### src/rtl/game_config.svh
// Build-wide game configuration shared by the sprite, mixer and display blocks.
`ifndef GAME_CONFIG_SVH
`define GAME_CONFIG_SVH

`define GAME_RGB_WIDTH 3

`endif

### src/rtl/game_display_pkg.sv
// Default raster timing, sync polarity and the line/frame total helpers
// for the game display path.
package game_display_pkg;

  localparam int DEF_H_DISPLAY = 640;
  localparam int DEF_H_FRONT   = 16;
  localparam int DEF_H_SYNC    = 96;
  localparam int DEF_H_BACK    = 48;

  localparam int DEF_V_DISPLAY = 480;
  localparam int DEF_V_FRONT   = 10;
  localparam int DEF_V_SYNC    = 2;
  localparam int DEF_V_BACK    = 33;

  localparam int DEF_CLK_DIV      = 2;
  localparam int DEF_PIPE_LATENCY = 2;

  // VGA 640x480 uses negative sync pulses on both axes.
  localparam logic SYNC_ACTIVE = 1'b0;
  localparam logic SYNC_IDLE   = ~SYNC_ACTIVE;

  function automatic int calc_h_total(input int h_display, input int h_front,
                                      input int h_sync, input int h_back);
    return h_display + h_front + h_sync + h_back;
  endfunction

  function automatic int calc_v_total(input int v_display, input int v_front,
                                      input int v_sync, input int v_back);
    return v_display + v_front + v_sync + v_back;
  endfunction

endpackage

### src/rtl/game_delay_line.sv
// Clock-rate shift register with a per-bit reset value; depth 0 is a wire.
module game_delay_line #(
  parameter int               WIDTH   = 1,
  parameter int               DEPTH   = 1,
  parameter logic [WIDTH-1:0] RST_VAL = '0
) (
  input  logic             clk,
  input  logic             rst,
  input  logic [WIDTH-1:0] din,
  output logic [WIDTH-1:0] dout
);

  if (DEPTH < 0) begin : g_bad_depth
    $error("game_delay_line: DEPTH must be non-negative");
  end

  if (DEPTH == 0) begin : g_pass
    logic unused_clk_rst;
    assign unused_clk_rst = clk ^ rst;
    assign dout = din;
  end else begin : g_pipe
    logic [WIDTH-1:0] stage_q [DEPTH];
    logic [WIDTH-1:0] stage_d [DEPTH];

    always_comb begin
      stage_d[0] = din;
      for (int i = 1; i < DEPTH; i++) begin
        stage_d[i] = stage_q[i-1];
      end
    end

    always_ff @(posedge clk or posedge rst) begin
      if (rst) begin
        for (int i = 0; i < DEPTH; i++) begin
          stage_q[i] <= RST_VAL;
        end
      end else begin
        for (int i = 0; i < DEPTH; i++) begin
          stage_q[i] <= stage_d[i];
        end
      end
    end

    assign dout = stage_q[DEPTH-1];
  end

endmodule

### src/rtl/game_display_timing.sv
// Raster timing generator: pixel clock-enable, h/v counters, frame strobe,
// and VGA pin drive re-aligned to the sprite+mixer pipeline latency.
`include "game_config.svh"

module game_display_timing
  import game_display_pkg::*;
#(
  parameter int H_DISPLAY    = DEF_H_DISPLAY,
  parameter int H_FRONT      = DEF_H_FRONT,
  parameter int H_SYNC       = DEF_H_SYNC,
  parameter int H_BACK       = DEF_H_BACK,
  parameter int V_DISPLAY    = DEF_V_DISPLAY,
  parameter int V_FRONT      = DEF_V_FRONT,
  parameter int V_SYNC       = DEF_V_SYNC,
  parameter int V_BACK       = DEF_V_BACK,
  parameter int CLK_DIV      = DEF_CLK_DIV,
  parameter int PIPE_LATENCY = DEF_PIPE_LATENCY,
  parameter int X_WIDTH      = 10,
  parameter int Y_WIDTH      = 10
) (
  input  logic                       clk,
  input  logic                       rst,
  output logic                       pixel_tick,
  output logic [X_WIDTH-1:0]         x,
  output logic [Y_WIDTH-1:0]         y,
  output logic                       display_on,
  output logic                       end_of_frame,
  input  logic [`GAME_RGB_WIDTH-1:0] rgb_in,
  output logic                       vga_hsync,
  output logic                       vga_vsync,
  output logic [`GAME_RGB_WIDTH-1:0] vga_rgb
);

  localparam int H_TOTAL = calc_h_total(H_DISPLAY, H_FRONT, H_SYNC, H_BACK);
  localparam int V_TOTAL = calc_v_total(V_DISPLAY, V_FRONT, V_SYNC, V_BACK);
  localparam int DIV_W   = (CLK_DIV > 1) ? $clog2(CLK_DIV) : 1;

  localparam logic [DIV_W-1:0]   DIV_LAST     = DIV_W'(CLK_DIV - 1);
  localparam logic [X_WIDTH-1:0] X_LAST       = X_WIDTH'(H_TOTAL - 1);
  localparam logic [Y_WIDTH-1:0] Y_LAST       = Y_WIDTH'(V_TOTAL - 1);
  localparam logic [X_WIDTH-1:0] X_DISP       = X_WIDTH'(H_DISPLAY);
  localparam logic [Y_WIDTH-1:0] Y_DISP       = Y_WIDTH'(V_DISPLAY);
  localparam logic [X_WIDTH-1:0] X_SYNC_START = X_WIDTH'(H_DISPLAY + H_FRONT);
  localparam logic [X_WIDTH-1:0] X_SYNC_END   = X_WIDTH'(H_DISPLAY + H_FRONT + H_SYNC);
  localparam logic [Y_WIDTH-1:0] Y_SYNC_START = Y_WIDTH'(V_DISPLAY + V_FRONT);
  localparam logic [Y_WIDTH-1:0] Y_SYNC_END   = Y_WIDTH'(V_DISPLAY + V_FRONT + V_SYNC);

  if (CLK_DIV < 1) begin : g_bad_div
    $error("game_display_timing: CLK_DIV must be at least 1");
  end
  if (PIPE_LATENCY < 0) begin : g_bad_lat
    $error("game_display_timing: PIPE_LATENCY must be non-negative");
  end
  if (H_TOTAL - 1 >= (1 << X_WIDTH)) begin : g_bad_xw
    $error("game_display_timing: H_TOTAL-1 does not fit in X_WIDTH");
  end
  if (V_TOTAL - 1 >= (1 << Y_WIDTH)) begin : g_bad_yw
    $error("game_display_timing: V_TOTAL-1 does not fit in Y_WIDTH");
  end

  logic [DIV_W-1:0]           div_cnt_q, div_cnt_d;
  logic [X_WIDTH-1:0]         x_q, x_d;
  logic [Y_WIDTH-1:0]         y_q, y_d;
  logic                       vga_hsync_q, vga_hsync_d;
  logic                       vga_vsync_q, vga_vsync_d;
  logic [`GAME_RGB_WIDTH-1:0] vga_rgb_q, vga_rgb_d;

  logic       hs_raw, vs_raw;
  logic [2:0] align_in, align_out;
  logic       hs_al, vs_al, de_al;

  // With CLK_DIV=1 the divider is pinned at 0 == DIV_LAST, so the tick is constant.
  always_comb begin
    pixel_tick = (div_cnt_q == DIV_LAST);
    div_cnt_d  = pixel_tick ? '0 : div_cnt_q + 1'b1;
  end

  always_comb begin
    x_d = x_q;
    y_d = y_q;
    if (pixel_tick) begin
      if (x_q == X_LAST) begin
        x_d = '0;
        y_d = (y_q == Y_LAST) ? '0 : y_q + 1'b1;
      end else begin
        x_d = x_q + 1'b1;
      end
    end
  end

  always_ff @(posedge clk or posedge rst) begin
    if (rst) begin
      div_cnt_q <= '0;
      x_q       <= '0;
      y_q       <= '0;
    end else begin
      div_cnt_q <= div_cnt_d;
      x_q       <= x_d;
      y_q       <= y_d;
    end
  end

  always_comb begin
    display_on   = (x_q < X_DISP) && (y_q < Y_DISP);
    end_of_frame = pixel_tick && (x_q == X_LAST) && (y_q == Y_LAST);
    hs_raw       = ((x_q >= X_SYNC_START) && (x_q < X_SYNC_END)) ? SYNC_ACTIVE : SYNC_IDLE;
    vs_raw       = ((y_q >= Y_SYNC_START) && (y_q < Y_SYNC_END)) ? SYNC_ACTIVE : SYNC_IDLE;
  end

  assign x = x_q;
  assign y = y_q;

  // Runs every clk so the control bits track the mixer's clk-rate pipeline.
  assign align_in = {hs_raw, vs_raw, display_on};

  game_delay_line #(
    .WIDTH   (3),
    .DEPTH   (PIPE_LATENCY),
    .RST_VAL ({SYNC_IDLE, SYNC_IDLE, 1'b0})
  ) u_align (
    .clk  (clk),
    .rst  (rst),
    .din  (align_in),
    .dout (align_out)
  );

  assign {hs_al, vs_al, de_al} = align_out;

  always_comb begin
    vga_hsync_d = hs_al;
    vga_vsync_d = vs_al;
    vga_rgb_d   = de_al ? rgb_in : '0;
  end

  always_ff @(posedge clk or posedge rst) begin
    if (rst) begin
      vga_hsync_q <= SYNC_IDLE;
      vga_vsync_q <= SYNC_IDLE;
      vga_rgb_q   <= '0;
    end else begin
      vga_hsync_q <= vga_hsync_d;
      vga_vsync_q <= vga_vsync_d;
      vga_rgb_q   <= vga_rgb_d;
    end
  end

  assign vga_hsync = vga_hsync_q;
  assign vga_vsync = vga_vsync_q;
  assign vga_rgb   = vga_rgb_q;

endmodule

### config.mk
export PLATFORM = sky130hd
export DESIGN_NAME = game_display_timing
export DESIGN_NICKNAME = d
export VERILOG_FILES = /design/src/rtl/game_display_pkg.sv /design/src/rtl/game_delay_line.sv /design/src/rtl/game_display_timing.sv
export VERILOG_INCLUDE_DIRS = /design/src /design/src/rtl
export SDC_FILE = /design/constraint.sdc
export NUM_CORES = 1
export LEC_CHECK = 0
export CORE_MARGIN = 2
export CORE_UTILIZATION = 44
export CTS_CLUSTER_DIAMETER = 100
export CTS_CLUSTER_SIZE = 16
export DETAILED_ROUTE_END_ITERATION = 8
export HOLD_SLACK_MARGIN = 0.02
export PLACE_DENSITY = 0.75
export REMOVE_ABC_BUFFERS = 1
export SYNTH_ARGS = -nofsm -noshare
export SYNTH_HDL_FRONTEND = slang
export SYNTH_SLANG_ARGS = --single-unit
### constraint.sdc
create_clock -name clk -period 1.7 [get_ports clk]
set_input_delay 0.51 -clock clk [delete_from_list [all_inputs] [get_ports clk]]
set_output_delay 0.51 -clock clk [all_outputs]
set_load 0.01 [all_outputs]
==> results.md <==
- Layout cells sized above 1: 0.4500
- P&R area growth vs syn: 62.91%
- Final std cells w/o fill: 264
- Worst reg2reg path endpoint: y[6]
- WP data arrival: between 1.5 and 2 ns
- Core ar.: about 3100 sq um
- RSZ-0062 raised after global routing: true
- Routability cong.: between 0.9 and 1
- Pre-CTS setup slack: -0.4374 ns
- WL final: between 3000 and 4000 um
- Worst hold path class: flip-flop to flip-flop
- TritonCTS Sinks: 32
- Antenna diodes: 0
- # port buffers: 32
- Violated checks: setup timing
- Gr ovfl total: 0
- Slew HR: 0.8014
- Setup total negative slack: -0.7318 ns
- Max VDD drop: between 0.3 and 0.4 mV
- Top cell type's share of synthesized area: 0.4538
- Most common cell after layout, fill and taps aside: buf_4
- Nets: 228
- Worst Max-Slew Pin Slew: a little under 0.3 ns
- Fin Hold WS: 0.3612 ns
- Hold Vio Cnt, Final: 0
- Hold path cells: 0
- Max Freq: around 460 MHz
- Reg2reg start: x[0]
- Residual DRC: 0
- Placed Cells: between 200 and 250
- Clk buf depth: 2
- Crit path launch: y[0]
- Leak: roughly 1.1 nW
- Die ar.: approximately 3700 sq um
- Status: finished with violations
- Mapped cell area: between 1000 and 1500 sq um
- Reg clk slew, reported paths: approximately 0.10 ns
- Worst-path fanout max: 2
- Rows: 20
- Vias: 1,338
- Clock skew: approximately 0.0057 ns
- Max_cap viols: 0
- Fin. max-slew vios: 0
- Via/cell ratio: 5.068
- Pwr Density: 593.4 nW/um^2
- Gate Count Post-Synth: about 130
- TritonCTS clock tree: yes
- Number of global-route vias before repair: about 1.3k
- DRT Pass-1 Iters: 4
- IO Count: 33
- CP Class: flip-flop to output port
- Clk_lat worst skew: about 0.34 ns
- Critical Path RT: approximately 1.2 ns
- Tot GR Track Use: 0.2078
- Synth warnings: 0
- Total Power: 0.001386 W
- Unique cell type count in the Yosys netlist: 33
- Hold-fix buffers, CTS: 0
- Synth Register Bits: 32
- Top area cells in the synthesized netlist: dfrtp_1 45%, dfstp_2 11%, xnor2_1 4.9%
- Post-synth top flop: dfrtp_1
- Root Buffer: clkbuf_4
- Most area-hungry cell type in the Yosys netlist: dfrtp_1
- Setup-failing EPs final: 5
- Worst Setup EP: end_of_frame
- Die X: ~60 um
- Post-synth EDFFs: 0
- Final HPWL DP: approximately 2500 um
- Cts bufs inserted: 5
- Iteration-0 DRC Markers: 55
- H-tree depth: 2
- Critical path capture point type: output port
- Post-synthesis sequential area ratio: 0.5637
- Final WS setup: -0.4677 ns
- Commonest cells after routing, fill and taps aside: 49 x buf_4, 26 x dfrtp_1, 11 x nor2_1, 11 x clkdlybuf4s15_1, 9 x nand3_1
- Tcrit/Tclk final: 1.275
- First-pass GRT wire length: approximately 5600 um
- Asr flop ratio synth: 1.000
- Reg2Reg Depth: 8
- WL/cell: roughly 15 um
- Routed Antenna Nets: 0
- Die height: roughly 60 um
- Syn Area/Cell: ~11 sq um
- Antenna violations before repair: 0
- Fin crit period: ~2.2 ns
- Startpoint types: flip-flop
- Largest net degree at the start of global routing: 33
- Reg2Reg Setup Slack: -0.01 ns
- Initial Util: 0.4659
## per-stage QoR
stage	area, sq um	util
2_1_floorplan	1425	-
3_3_place_gp	2068	0.6720
3_5_place_dp	2068	0.6720
4_1_cts	2168	0.7045
5_1_grt	2336	0.7589
6_report	2336	0.7589
## cells by family after synthesis
logic type | share of synthesized area
AOI/OAI and AO/OA | 0.04537
xor gates and xnor gates | 0.07941
adders and majority gates | 0.03491
buffers and inverters | 0.02705
DFF | 0.5637
muxes | 0.01396
and+or+nand+nor | 0.2356
## flip-flops by register name, summed over array words and instances (netlist names)
signal / count
vga_hsync: 1
vga_rgb: 3
u_align.g_pipe.stage_d: 3
vga_vsync: 1
x: 10
u_align.dout: 3
pixel_tick: 1
y: 10
## layer usage
metal	global-route usage	part of all wire
met5	0	0
met2	0.3495	0.54
met3	0.07353	0.051
met1	0.2378	0.40
met4	0.09317	0.015
## what timing repair did
item | 4_1_cts | 5_1_grt
pin swaps | 3 | 10
buffers inserted | 6 | 14
endpoints found under the setup margin | 29 | 24
resized for setup | 57 | 36
## cell type report
cell class | count | area, sq um
Tap cell | 44 | 55.05
Timing Repair Buffer | 86 | 699.4
Clock inverter | 3 | 42.54
Clock buffer | 5 | 37.54
Multi-Input combinational cell | 86 | 663.1
Inverter | 8 | 30.03
Fill cell | 202 | 742.0
Sequential cell | 32 | 808.3
## power by group
group          switching [W]  total (W)  internal, W
combinational      0.0000200  0.0000381    0.0000181
clock               0.000276   0.000582     0.000306
sequential       0.000000580   0.000766     0.000765
## cells in the mapped netlist, drive strengths merged (5+ instances only)
master,number
dfrtp,26
nor2,12
nand3,11
inv,8
xnor2,8
dfstp,6
nand2,6
nand4,6
and2,5
xor2,5
## critical path, stage by stage, from the launching register on
cell and delay, ns:
dfrtp_1 0.41, inv_2 0.08, ha_4 0.12, nor4bb_4 0.18, nand4_1 0.19, nor2_2 0.18
buf_2 0.16
## worst min-delay path by stage
| stage | startpoint | endpoint | slack [ns] |
|---|---|---|---|
| final | u_align.g_pipe.stage_d[1] | u_align.dout[1] | 0.36 |
| after detailed placement | u_align.g_pipe.stage_d[1] | u_align.dout[1] | 0.35 |
| after global routing | u_align.g_pipe.stage_d[1] | u_align.dout[1] | 0.36 |
| after global placement | u_align.g_pipe.stage_d[0] | u_align.dout[0] | 0.34 |
| after floorplan | u_align.g_pipe.stage_d[0] | u_align.dout[0] | 0.33 |
| after CTS | u_align.g_pipe.stage_d[1] | u_align.dout[1] | 0.36 |
(Power assumes the default switching activity.)
